## src/rtl/load_store_unit.sv

```systemverilog
// load_store_unit
//   Initiator side of the word-addressed data-memory port. Accepts one
//   load/store request at a time, drives MemRead/MemWrite/Address/WriteData,
//   and returns a one-cycle response. Byte and halfword stores are done as a
//   read-modify-write of the containing word. Loads are sign- or zero-extended.
//   Lanes are little-endian: lane k = addr[1:0] sits at bits [8k+7:8k].
//
//   Handshake: a request is taken on the rising CLK edge where
//   req_valid && req_ready. req_ready is high only in IDLE with Reset low. The
//   response is a single-cycle resp_valid pulse with resp_rdata/resp_err
//   valid alongside it. Only the latched copy of the request is used after
//   acceptance.
//
//   Optional feature: define LSU_BOUNDS_CHECK_EN to flag byte addresses with
//   nonzero bits above the memory range as errors. When it is undefined, those
//   bits are ignored and accesses wrap into the ADDR_W word space.
//
// Ports
//   CLK, Reset                  clock, synchronous active-high reset
//   req_valid/req_ready         request handshake
//   req_write, req_size,        store flag, size (00 b, 01 h, 10 w, 11 illegal),
//   req_signed, req_addr,       load extension, byte address,
//   req_wdata                   right-justified store data
//   resp_valid, resp_rdata,     completion pulse, extended load data,
//   resp_err                    misaligned/illegal flag
//   MemWrite, MemRead,          data memory strobes
//   Address, WriteData          word index and full write word
//   ReadData                    async memory read data
module load_store_unit #(
  parameter int ADDR_W = 10
) (
  input  logic        CLK,
  input  logic        Reset,
  input  logic        req_valid,
  output logic        req_ready,
  input  logic        req_write,
  input  logic [1:0]  req_size,
  input  logic        req_signed,
  input  logic [31:0] req_addr,
  input  logic [31:0] req_wdata,
  output logic        resp_valid,
  output logic [31:0] resp_rdata,
  output logic        resp_err,
  output logic        MemWrite,
  output logic        MemRead,
  output logic [31:0] Address,
  output logic [31:0] WriteData,
  input  logic [31:0] ReadData
);

  typedef enum logic [2:0] {
    S_IDLE   = 3'd0,
    S_LOAD   = 3'd1,
    S_RMW_RD = 3'd2,
    S_WRITE  = 3'd3,
    S_RESP   = 3'd4
  } state_t;

  state_t state, state_next;

  logic [ADDR_W+1:0] addr_q;
  logic [15:0]       wdata_q;
  logic [31:0]       wr_word_q;
  logic [31:0]       rdata_q;
  logic [1:0]        size_q;
  logic              signed_q;
  logic              err_q;

  logic        accept;
  logic        req_err;
  logic [31:0] load_ext;
  logic [31:0] merged;
  logic [4:0]  byte_sh;
  logic [4:0]  half_sh;
  logic [31:0] byte_word;
  logic [31:0] half_word;
  logic [31:0] lane_mask;
  logic [31:0] lane_data;
  logic        unused_upper;

  assign accept = req_valid && req_ready;

  // Upper address bits only matter when the bounds check is built in.
  assign unused_upper = ^req_addr[31:ADDR_W+2];

  always_comb begin
    req_err = 1'b0;
    case (req_size)
      2'b00:   req_err = 1'b0;
      2'b01:   req_err = req_addr[0];
      2'b10:   req_err = |req_addr[1:0];
      default: req_err = 1'b1;
    endcase
`ifdef LSU_BOUNDS_CHECK_EN
    if (|req_addr[31:ADDR_W+2]) req_err = 1'b1;
`endif
  end

  // Load extraction and sub-word merge, both keyed on the latched address.
  assign byte_sh   = {addr_q[1:0], 3'b000};
  assign half_sh   = {addr_q[1], 4'b0000};
  assign byte_word = ReadData >> byte_sh;
  assign half_word = ReadData >> half_sh;

  always_comb begin
    load_ext = ReadData;
    case (size_q)
      2'b00: load_ext = {{24{signed_q & byte_word[7]}}, byte_word[7:0]};
      2'b01: load_ext = {{16{signed_q & half_word[15]}}, half_word[15:0]};
      default: load_ext = ReadData;
    endcase
  end

  always_comb begin
    if (size_q == 2'b00) begin
      lane_mask = 32'h0000_00ff << byte_sh;
      lane_data = {4{wdata_q[7:0]}};
    end else begin
      lane_mask = 32'h0000_ffff << half_sh;
      lane_data = {2{wdata_q[15:0]}};
    end
    merged = (ReadData & ~lane_mask) | (lane_data & lane_mask);
  end

  always_ff @(posedge CLK) begin
    if (Reset) begin
      state     <= S_IDLE;
      addr_q    <= '0;
      wdata_q   <= '0;
      wr_word_q <= '0;
      rdata_q   <= '0;
      size_q    <= '0;
      signed_q  <= 1'b0;
      err_q     <= 1'b0;
    end else begin
      state <= state_next;
      if (accept) begin
        addr_q    <= req_addr[ADDR_W+1:0];
        wdata_q   <= req_wdata[15:0];
        wr_word_q <= req_wdata;
        rdata_q   <= '0;
        size_q    <= req_size;
        signed_q  <= req_signed;
        err_q     <= req_err;
      end
      if (state == S_LOAD)   rdata_q   <= load_ext;
      if (state == S_RMW_RD) wr_word_q <= merged;
    end
  end

  always_comb begin
    state_next = state;
    case (state)
      S_IDLE: begin
        if (accept) begin
          if (req_err)                state_next = S_RESP;
          else if (!req_write)        state_next = S_LOAD;
          else if (req_size == 2'b10) state_next = S_WRITE;
          else                        state_next = S_RMW_RD;
        end
      end
      S_LOAD:   state_next = S_RESP;
      S_RMW_RD: state_next = S_WRITE;
      S_WRITE:  state_next = S_RESP;
      S_RESP:   state_next = S_IDLE;
      default:  state_next = S_IDLE;
    endcase
  end

  // Strobes are gated by Reset so nothing commits on a reset edge.
  assign req_ready  = (state == S_IDLE) && !Reset;
  assign MemRead    = ((state == S_LOAD) || (state == S_RMW_RD)) && !Reset;
  assign MemWrite   = (state == S_WRITE) && !Reset;
  assign Address    = {{(32 - ADDR_W){1'b0}}, addr_q[ADDR_W+1:2]};
  assign WriteData  = (state == S_WRITE) ? wr_word_q : '0;
  assign resp_valid = (state == S_RESP);
  assign resp_err   = (state == S_RESP) && err_q;
  assign resp_rdata = (state == S_RESP) ? rdata_q : '0;

endmodule

```

## config.mk

```make
export PLATFORM = sky130hd
export DESIGN_NAME = load_store_unit
export DESIGN_NICKNAME = d
export VERILOG_FILES = /design/src/rtl/load_store_unit.sv
export SDC_FILE = /design/constraint.sdc
export NUM_CORES = 1
export LEC_CHECK = 0
export BUFFER_PORTS_ARGS = -buffer_cell sky130_fd_sc_hd__buf_2
export CORE_MARGIN = 2
export CORE_UTILIZATION = 54
export DETAILED_ROUTE_END_ITERATION = 10
export PLACE_DENSITY = 0.95
export SYNTH_ARGS = -nofsm -noshare
export SYNTH_HDL_FRONTEND = slang
export SYNTH_SLANG_ARGS = --single-unit
```

## constraint.sdc

```tcl
create_clock -name CLK -period 2.86 [get_ports CLK]
set_input_delay 0.286 -clock CLK [delete_from_list [all_inputs] [get_ports CLK]]
set_output_delay 0.286 -clock CLK [all_outputs]
set_load 0.005 [all_outputs]
```

After elaboration in Yosys (flattened, before gate mapping)
Cells that the tools add are included.

storage, ports and cells
  flip-flop bits (word level) = 99
  input port bits = 103
  output and inout port bits = 101
  word-level logic and storage cells = 55

cells by class
  eq/ne operators = 8
  shift operators = 4
  mux-type cells = 15
  bitwise operators = 6
  reductions and logical operators = 14

operators by type and width
  kind                                               number
  two-way mux 32 bit                                 8
  bitwise AND 32 bit                                 2
  case mux 32 bit (2 select lines)                   1
  inverter 32 bit                                    1
  OR 32 bit                                          1
  left shift 16 x 5 -> 32 bit, first input constant  1
  left shift 8 x 5 -> 32 bit, first input constant   1
  >> shifter 32 x 5 -> 16 bit                        1
  >> shifter 32 x 5 -> 8 bit                         1
  case mux 3 bit (3 select lines)                    1
  == test 3 x 2 -> 1 bit, second input constant      2
  two-way mux 3 bit                                  2
  logical AND 1 bit                                  5
  == test 2 x 1 -> 1 bit, second input constant      2
  logical NOT 2 bit                                  2
  nonzero test 2 bit                                 2
  OR reduction 2 bit                                 2
  == test 3 x 1 -> 1 bit, second input constant      1
  == test 3 bit, second input constant               1
  logical NOT 3 bit                                  1
  case mux 1 bit (3 select lines)                    1
  bitwise AND 1 bit                                  2
  == test 2 bit, second input constant               1
  two-way mux 2 bit                                  1
  4 further kinds                                    4

Depth between registers and ports, before layout
  depth after elaboration = 6
  mapped depth = 8
  gate-level depth less buffers = 4

Worst setup path before layout
No wires, ideal clock.

  path type = register -> output
  start = reg state[2]
  end = out resp_rdata[22]
  data arrival time = 1.306 ns
  required time = 2.574 ns
  slack = 1.268 ns
  stages on the path, launching flop included = 5
  buffers on the path = 2
  cells stage by stage = dfxtp_1 > buf_2 > nor3b_1 > clkbuf_1 > and2_1

between the ends
  word-level cells in the longest chain between the ends = 2

ends and longest elaborated chain
  item                    RTL line  RTL
  from (decl)             59        state_t state, state_next;
  from (signal assigned)  136       state <= state_next;
  == test 3 bit           --
  via resp_valid          41        output logic resp_valid,
  two-way mux 32 bit      178       assign resp_rdata = (state == S_RESP) ? rdata_q : '0;
  to (decl)               42        output logic [31:0] resp_rdata,

The timed path passes the listed nets, and every way through them passes these cells.

Worst setup path after layout
  start = reg state[1]
  end = out resp_rdata[6]

between the ends
  word-level cells in the longest chain between the ends = 2

ends and longest elaborated chain
  item                RTL line
  == test 3 bit       178
  two-way mux 32 bit  178

No other way between the ends.

==> flow_summary.toml <==
[outcome]
outcome = "completed"

[setup_path]
critPathSlowestCell = "dfxtp_1"
crit_required_ps = 2570
endpoint_kind = "output port"
path_class = "flip-flop to output port"
crit_arrival_ps = 2060
critical_path.startpoint_type = "flip-flop"
crit_end = "resp_rdata[6]"
path_max_fanout = 33
crit_path_frequent_cell = "buf_4"
path_cells = "buf_4 > nor3b_2 > buf_4 > and2_1 > buf_2"
r2r_slack_ps = 580
regToRegEndpoint = "rdata_q[20]"
crit_path_start = "state[1]"
critPathMaxStageDelay_ps = 450
r2r_cells = 4
rr_startpoint = "addr_q[1]"

[floorplan]
die_y_um = 105
rows = 36
die_area_mm2 = 0.0111
die_w_um = 105
core_area_mm2 = 0.00986
initial_core_util = 0.562
ios = 204

[drt]
final_antenna_net_count = 0
drc = 0
avgRoutedWirePerCell_um = 17.8
vias = 5571
drt_wl_total_mm = 16.6
drtIter0Drc = 564
vias_per_cell = 5.97
first_pass_iters = 7

[clock_network]
cts-root-buf = "clkbuf_8"
post_cts_resize_count = 0
htreeDepth = 3
clkSlewWorstSetupHoldPaths_ps = 90
cts_buffers = 9
post_cts_buffers = 0
numClockSinks = 99
insertion_delay_ps = 370
cts_tree = "done"
clock_path_buffers = 2
postCtsHoldBufs = 0

[synth]
yosysSeqAreaShare = 0.357
ys_top_cells_by_count = "dfxtp_1, nand2_1, a21oi_1"
syn_inst = 681
yosysWarnings = 0
yosysMostFrequentCell = "dfxtp_1"
synthArstFlopShare = 0
synth.top_cell.area_share = 0.357
synth_top_flop_cell = "dfxtp_1"
avgSynthCellArea_um2 = 8.14
synth_enable_flop_cells = 0
synth.area.top_cells = "dfxtp_1, mux2i_1, nand2_1"
yosysTopAreaCell = "dfxtp_1"
syn_area_mm2 = 0.00555
ys_seq_elements = 99
post_synth_num_cell_types = 52

[global_route]
grt_usage = 0.289
grt_start_max_net_pins = 67
grt_first_pass_wirelength_mm = 25.5
antenna_found_initial = 0
grt_pass1_vias = 4917
overflow = 0

[power_and_ir_drop]
total_leakage_power_nw = 2.98
powerDensity_mw_per_mm2 = 493
peakVddDrop_mv = 0.337

[sta]
fmax_ghz = 0.427
worstMarginPinSlew_ps = 887
tns_ps = 0
relSlewSlack = 0.405
skew_ps = 11.9
setup_viol = 0
period_share = 0.819
timing_hold_violations_final = 0
drv_slew = 0
rsz0062_at_grt = "false"
timing.final.crit_period_ps = 2340
fin_ws_ps = 519
whs_ps = 101

[cells_and_area]
finish.net_count = 898
fill_cells = 865
syn_to_final_growth_pct = 15.1
layout.cells.non_filler = 933
multiInputGateArea_mm2 = 0.00307
antenna_cells = 0
regArea_mm2 = 0.00198
drive_above_1_share = 0.270

[placement]
post-place-cells = 917
io_buffer_count = 161
dp_hpwl_mm = 12.0
dp_slack_ps = 610
gp_congestion = 0.969

[min_path]
hold_class = "input port to flip-flop"

[job]
cap_violations = 0
[registers in the layout, summed over array words and instances (netlist names)]
register and count:
addr_q 12, err_q 1, rdata_q 32, signed_q 1
size_q 2, state 3, wdata_q 16, wr_word_q 32
[worst max-delay path: cells and delay by family, from the launching register on]
kind | cells | cell delay [ps]
flip-flops | 1 | 450
AND/OR/NAND/NOR | 2 | 510
buffers and inverters | 3 | 720
[layout make-up]
class,instances,share of cell area
Clock inverter,5,0.00921
Sequential cell,99,0.310
Clock buffer,11,0.0237
Timing Repair Buffer,178,0.146
Inverter,5,0.00294
Tap cell,133,0.0261
Multi-Input combinational cell,502,0.481
[logic make-up after synthesis]
kind of cell,synth area share
AO/OA/AOI/OAI,0.218
buffers and inverters,0.104
flip-flops,0.357
multiplexers,0.0905
other,0.000676
AND/OR/NAND/NOR,0.229
[worst min-delay path by stage]
stage,slack (ps),cells after the start,start,to
2_1_floorplan,380,2,req_addr[10],addr_q[10]
3_3_place_gp,430,2,rdata_q[18],rdata_q[18]
3_5_place_dp,430,2,rdata_q[21],rdata_q[21]
4_1_cts,90,3,req_addr[2],addr_q[2]
5_1_grt,80,3,req_addr[8],addr_q[8]
6_report,100,3,req_addr[8],addr_q[8]
[layer usage]
metal  GRT usage  share of wire  up-vias
met3      0.0674           0.11       65
met5           0              0        -
met1       0.367           0.39     2514
li1            -              -     2609
met2       0.467           0.46      383
met4       0.126          0.044        0
[power breakdown]
part           internal [mW]  switching (mW)
registers               1.46          0.0655
clock network          0.454           0.487
logic                  0.270           0.409
total                   2.19           0.962
[placed cells by master (no fill, tap or decap), types with 4 or more instances in the layout]
| cell type | synthesis | final |
|---|---|---|
| nand3b_1 | 11 | 11 |
| mux2i_1 | 40 | 40 |
| nor3_1 | 18 | 18 |
| buf_4 | 37 | 17 |
| and3_1 | 32 | 32 |
| clkbuf_8 | 0 | 11 |
| a221oi_1 | 16 | 16 |
| nor2b_1 | 4 | 4 |
| and2_1 | 35 | 34 |
| nand2_1 | 93 | 92 |
| a2bb2oi_1 | 5 | 5 |
| buf_2 | 23 | 161 |
| o21ai_1 | 4 | 4 |
| nand2b_1 | 7 | 7 |
| o21ai_0 | 54 | 54 |
| a211oi_1 | 6 | 6 |
| a21oi_1 | 60 | 60 |
| o22ai_1 | 16 | 16 |
| nor2_1 | 12 | 12 |
| nor4_1 | 9 | 9 |
| a22oi_1 | 8 | 8 |
| o31ai_1 | 5 | 5 |
| dfxtp_1 | 99 | 99 |
| nor4bb_1 | 5 | 5 |
| mux2_2 | 7 | 7 |
| inv_1 | 5 | 5 |
| a22o_1 | 4 | 4 |
| conb_1 | 1 | 22 |
[per-stage QoR]
step                 util  total power [mW]  cell area (µm²)
floorplan               -              2.05             5620
global placement    0.626              2.20             6170
detailed placement  0.626              2.22             6170
CTS                 0.647              3.14             6380
global route        0.647              3.28             6380
finish              0.647              3.15             6380
Power figures use the tool's default switching activity.
